`src/rtl/uart_rx_param.sv`:
```
// uart_rx_param: parametrised UART receiver with 3-sample majority voting, parity/framing flags and break handling
module uart_rx_param #(
    parameter int CLK_DIV    = 434,
    parameter int DATA_BITS  = 8,
    parameter int PARITY_EN  = 0,
    parameter int PARITY_ODD = 0,
    parameter int STOP_BITS  = 1
) (
    input  logic                 CLK,
    input  logic                 RST,
    input  logic                 Rx_Pin_In,
    input  logic                 Rx_En_Sig,
    output logic                 Rx_Done_Sig,
    output logic [DATA_BITS-1:0] Rx_Data,
    output logic                 Parity_Err_Sig,
    output logic                 Frame_Err_Sig,
    output logic                 Busy_Sig
);
    localparam int CW  = $clog2(CLK_DIV);
    localparam int MID = CLK_DIV / 2;
    localparam logic [CW-1:0] LAST   = CW'(CLK_DIV - 1);
    localparam logic [CW-1:0] AT_S0  = CW'(MID - 1);
    localparam logic [CW-1:0] AT_S1  = CW'(MID);
    localparam logic [CW-1:0] AT_MAJ = CW'(MID + 1);
    localparam logic [3:0] LAST_DATA = 4'(DATA_BITS - 1);
    localparam logic [3:0] LAST_STOP = 4'(STOP_BITS - 1);

    typedef enum logic [2:0] {IDLE, START, DATA, PARITY, STOP, DONE, BREAK_WAIT} state_t;

    state_t               state_q, state_d;
    logic                 sync_q, rxs_q, prev_q;
    logic [CW-1:0]        bcnt_q, bcnt_d;
    logic [3:0]           idx_q, idx_d;
    logic                 s0_q, s0_d, s1_q, s1_d;
    logic [DATA_BITS-1:0] shreg_q, shreg_d, data_q, data_d;
    logic                 perr_q, perr_d, ferr_q, ferr_d;
    logic                 perr_out_q, perr_out_d, ferr_out_q, ferr_out_d;
    logic                 at_maj, at_end, maj, fall;

    assign at_maj = bcnt_q == AT_MAJ;
    assign at_end = bcnt_q == LAST;
    // the third sample is the live synchronised value at MID+1
    assign maj    = (s0_q & s1_q) | (s0_q & rxs_q) | (s1_q & rxs_q);
    assign fall   = prev_q & ~rxs_q;

    assign Rx_Done_Sig    = state_q == DONE;
    assign Busy_Sig       = state_q != IDLE && state_q != BREAK_WAIT;
    assign Rx_Data        = data_q;
    assign Parity_Err_Sig = perr_out_q;
    assign Frame_Err_Sig  = ferr_out_q;

    // two-flop synchroniser plus a history flop for falling-edge detection; idles high
    always_ff @(posedge CLK or posedge RST) begin
        if (RST) begin
            sync_q <= 1'b1;
            rxs_q  <= 1'b1;
            prev_q <= 1'b1;
        end else begin
            sync_q <= Rx_Pin_In;
            rxs_q  <= sync_q;
            prev_q <= rxs_q;
        end
    end

    // frame state register
    always_ff @(posedge CLK or posedge RST) begin
        if (RST) state_q <= IDLE;
        else     state_q <= state_d;
    end

    // bit timing, sample, shift and result registers
    always_ff @(posedge CLK or posedge RST) begin
        if (RST) begin
            bcnt_q     <= '0;
            idx_q      <= '0;
            s0_q       <= 1'b0;
            s1_q       <= 1'b0;
            shreg_q    <= '0;
            data_q     <= '0;
            perr_q     <= 1'b0;
            ferr_q     <= 1'b0;
            perr_out_q <= 1'b0;
            ferr_out_q <= 1'b0;
        end else begin
            bcnt_q     <= bcnt_d;
            idx_q      <= idx_d;
            s0_q       <= s0_d;
            s1_q       <= s1_d;
            shreg_q    <= shreg_d;
            data_q     <= data_d;
            perr_q     <= perr_d;
            ferr_q     <= ferr_d;
            perr_out_q <= perr_out_d;
            ferr_out_q <= ferr_out_d;
        end
    end

    // next-state and datapath; the last stop bit exits at its vote so a back-to-back start is not missed
    always_comb begin
        state_d    = state_q;
        bcnt_d     = at_end ? '0 : bcnt_q + CW'(1);
        idx_d      = idx_q;
        s0_d       = (bcnt_q == AT_S0) ? rxs_q : s0_q;
        s1_d       = (bcnt_q == AT_S1) ? rxs_q : s1_q;
        shreg_d    = shreg_q;
        data_d     = data_q;
        perr_d     = perr_q;
        ferr_d     = ferr_q;
        perr_out_d = perr_out_q;
        ferr_out_d = ferr_out_q;
        case (state_q)
            IDLE: if (Rx_En_Sig && fall) begin
                state_d = START;
                bcnt_d  = '0;
                idx_d   = '0;
                perr_d  = 1'b0;
                ferr_d  = 1'b0;
            end
            START: begin
                if (at_maj && maj) state_d = IDLE;
                else if (at_end)   state_d = DATA;
            end
            DATA: begin
                if (at_maj) shreg_d = {maj, shreg_q[DATA_BITS-1:1]};
                if (at_end) begin
                    idx_d = (idx_q == LAST_DATA) ? 4'd0 : idx_q + 4'd1;
                    if (idx_q == LAST_DATA) state_d = (PARITY_EN != 0) ? PARITY : STOP;
                end
            end
            PARITY: begin
                if (at_maj) perr_d = ^shreg_q ^ maj ^ 1'(PARITY_ODD);
                if (at_end) state_d = STOP;
            end
            STOP: begin
                if (at_maj) begin
                    ferr_d = ferr_q | ~maj;
                    if (idx_q == LAST_STOP) begin
                        state_d    = DONE;
                        data_d     = shreg_q;
                        perr_out_d = perr_q;
                        ferr_out_d = ferr_q | ~maj;
                    end
                end
                if (at_end) idx_d = idx_q + 4'd1;
            end
            DONE:       state_d = rxs_q ? IDLE : BREAK_WAIT;
            BREAK_WAIT: if (rxs_q) state_d = IDLE;
            default:    state_d = IDLE;
        endcase
    end
endmodule

```
`config.mk`:
```
export PLATFORM = sky130hd
export DESIGN_NAME = uart_rx_param
export DESIGN_NICKNAME = d
export VERILOG_FILES = /design/src/rtl/uart_rx_param.sv
export SDC_FILE = /design/constraint.sdc
export NUM_CORES = 1
export LEC_CHECK = 0
export BUFFER_PORTS_ARGS = -buffer_cell sky130_fd_sc_hd__buf_2
export CORE_ASPECT_RATIO = 1.75
export CORE_MARGIN = 2
export CORE_UTILIZATION = 60
export CTS_BUF_LIST = sky130_fd_sc_hd__clkbuf_4
export CTS_CLUSTER_SIZE = 14
export DETAILED_ROUTE_END_ITERATION = 6
export PLACE_DENSITY_LB_ADDON = 0.12
export SLEW_MARGIN = 20
export SYNTH_ARGS = -nofsm -noshare
export SYNTH_HDL_FRONTEND = slang
export SYNTH_SLANG_ARGS = --single-unit
export TNS_END_PERCENT = 10
```
`constraint.sdc`:
```
create_clock -name CLK -period 3.2 [get_ports CLK]
set_input_delay 0.16 -clock CLK [delete_from_list [all_inputs] [get_ports CLK]]
set_output_delay 0.16 -clock CLK [all_outputs]
set_load 0.05 [all_outputs]
```
==> metrics.txt <==
nature of the critical path endpoint output pin; final setup TNS 0 ns; TritonCTS clock tree yes; gpl congestion 0.842; synthesized cell area 2080 um^2; post-synth cell types 47; initial antenna violation count 0; headroom to the max-slew limit 0.601; drt wl/cell 15.4 um; synthesized instance count 177; Power Dens Cells 408 nW/um^2; DRC violations left 0; f_max 550 MHz; Num CTS Buffers 5; fin crit share 0.569; worst-path maximum fanout 11; Yosys reg bits 41; Final setup viols 0; Avg Vias per Cell 5.59; CTS Root Cell clkbuf_4; Primary FF master, synth dfrtp_1; DR iter-0 viols 33; Die Y 82.0 um; Pre-antenna DRT Iters 4; Worst Path Arrival 1.66 ns; Post-Layout Cell Count 245; worst clock skew 0.0111 ns; RSZ-0062 raised after global routing no; number of H-tree levels 2; Seq/Total Area, Yosys 0.494; post-route ant nets 0; Die X 48.6 um; first-pass GRT wire length 6530 um; Synth top cells by count dfrtp_1 (38), mux2_2 (22), nand2_1 (13), nor2_1 (13), xnor2_1 (11); met3 WL 78 um; placed insts 235; top cells by area, synth dfrtp_1 (46%), mux2_2 (12%), xnor2_1 (4.6%), dfstp_2 (3.8%), ha_1 (3.6%); P_leak 1.12 nW; post-cts resize count 0; slowest stage cell, crit path dfrtp_1; vias 1,370; n_diodes 0; critical path type reg2out; Min-Delay Path Depth 4; layout cells sized above 1 0.320; worst skew pair latency 0.35 ns; Async S/R FF share, synth 1.00; hold endpoint state_q[0]; gr usage total 0.219; crit path launch type register; worst path cell trace inv_1 -> nor3_1 -> buf_2; worst r2r src idx_q[0]; metal1 wirelength 1480 um; Max Cap Viol 0; IO Pins 16; post-layout min period 1.82 ns; Data required, critical path 3.04 ns; Die Area 3980 um^2; grt total ovfl 0; largest net degree at the start of global routing 30; Post-synth EDFFs 0; row count 28; most frequent cell after synthesis dfrtp_1; IO Port Bufs 15; r2r worst-path depth 6; syn_area_per_cell 11.8 um^2; area share of the largest cell type after synthesis 0.456; Clock Path Buffers 2; core area 3360 um^2; worst min path class in2reg; Layout Nets 209; worst slew pin tran 0.598 ns; met2 WL 2130 um; Slew Viols, Final 0; number of fill cells 287; R2R Setup Slk 1.38 ns; uppermost layer routed met4; HPWL after DPL 2870 um; vias in the first global route 1,395; syn nets 187; final hold violation count 0; Synth-to-Final Area Change 11.6%; Crit path max-delay family flip-flops; maximum VDD drop 0.303 mV; hold_sp Rx_En_Sig; Post-Route WL 3770 um; Max stage delay on crit path 0.56 ns; clock sinks 41; Yosys warnings 0; Reg clk slew, reported paths 0.12 ns; Initial Utilization 0.620; capture point of the worst reg-to-reg path Rx_Data[2]; Yosys top cell by area dfrtp_1; Worst Path Buf+Inv 2; outcome finished clean
## metrics by stage
step                hold WS [ns]   util  setup WS [ns]  power (mW)  instance area (um^2)
floorplan                  0.164      -           1.34       0.541                  2080
CTS                       0.0851  0.689           1.36       0.953                  2320
global placement           0.265  0.655           1.42       0.547                  2200
detailed placement         0.267  0.655           1.37       0.548                  2200
finish                     0.337  0.692           1.38       0.950                  2330
global route               0.372  0.692           1.24       0.977                  2330
## cell families (layout without fill, tap and decap cells)
family	count (synthesis)	in the layout	share of synthesized area
mux	23	23	0.124
buf+inv	10	33	0.0222
simple gates	64	64	0.187
fa+ha+maj	7	7	0.0408
compound gates	17	17	0.0594
flops	41	41	0.494
xor+xnor	15	15	0.0732
## worst reg2reg max path, cell delays in order (launching register included)
cell,delay [ns]
dfrtp_1,0.44
inv_1,0.07
ha_1,0.13
nor3b_1,0.22
nand4_2,0.17
nor2_4,0.30
mux2_2,0.38
## layer usage
metal / vias up / track usage
li1: 666 / -
met4: 0 / 0.0971
met3: 7 / 0.0327
met1: 681 / 0.244
met2: 16 / 0.415
met5: - / 0
## how the worst max path moves through the flow
stage	from	slack (ns)	depth (start not counted)	endpoint
floorplan	state_q[0]	1.34	3	Rx_Done_Sig
global placement	idx_q[0]	1.42	6	Rx_Data[4]
detailed placement	idx_q[0]	1.37	6	Rx_Data[7]
CTS	idx_q[0]	1.36	6	Rx_Data[2]
global route	idx_q[0]	1.24	6	Rx_Data[2]
finish	state_q[0]	1.38	3	Rx_Done_Sig
## sequential cells by signal, summed over array words and instances (netlist names), 3 cells and up
name     flops
state_q      3
bcnt_q       9
shreg_q      8
Rx_Data      8
idx_q        4
## layout by cell type, fill, tap and decap left out, types with 6 or more instances in the layout
cell / Yosys / routed
buf_2: 1 / 15
nand2_1: 13 / 13
mux2_2: 22 / 22
ha_1: 6 / 6
nor3b_1: 6 / 6
dfrtp_1: 38 / 38
inv_1: 7 / 6
xnor2_1: 11 / 11
nor2_1: 13 / 13
nor3_1: 6 / 6
## timing repair
item,in CTS,in global routing
hold endpoints to repair,1,25
hold buffers,1,1
buffers inserted,0,0
## power by group
group | switching, mW | internal, mW
clock network | 0.169 | 0.242
registers | 0.00186 | 0.521
logic | 0.0117 | 0.00464
## area by class of cell
| cell class | instances | area, um^2 | area share |
|---|---|---|---|
| timing repair buffer | 18 | 103 | 0.0441 |
| multi-input combinational | 126 | 1010 | 0.434 |
| clock buffer | 5 | 37.5 | 0.0161 |
| sequential | 41 | 1030 | 0.443 |
| clock inverter | 3 | 65.1 | 0.0280 |
| inverter | 7 | 26.3 | 0.0113 |
| tap | 45 | 56.3 | 0.0242 |
Power figures use the tool's default switching activity.
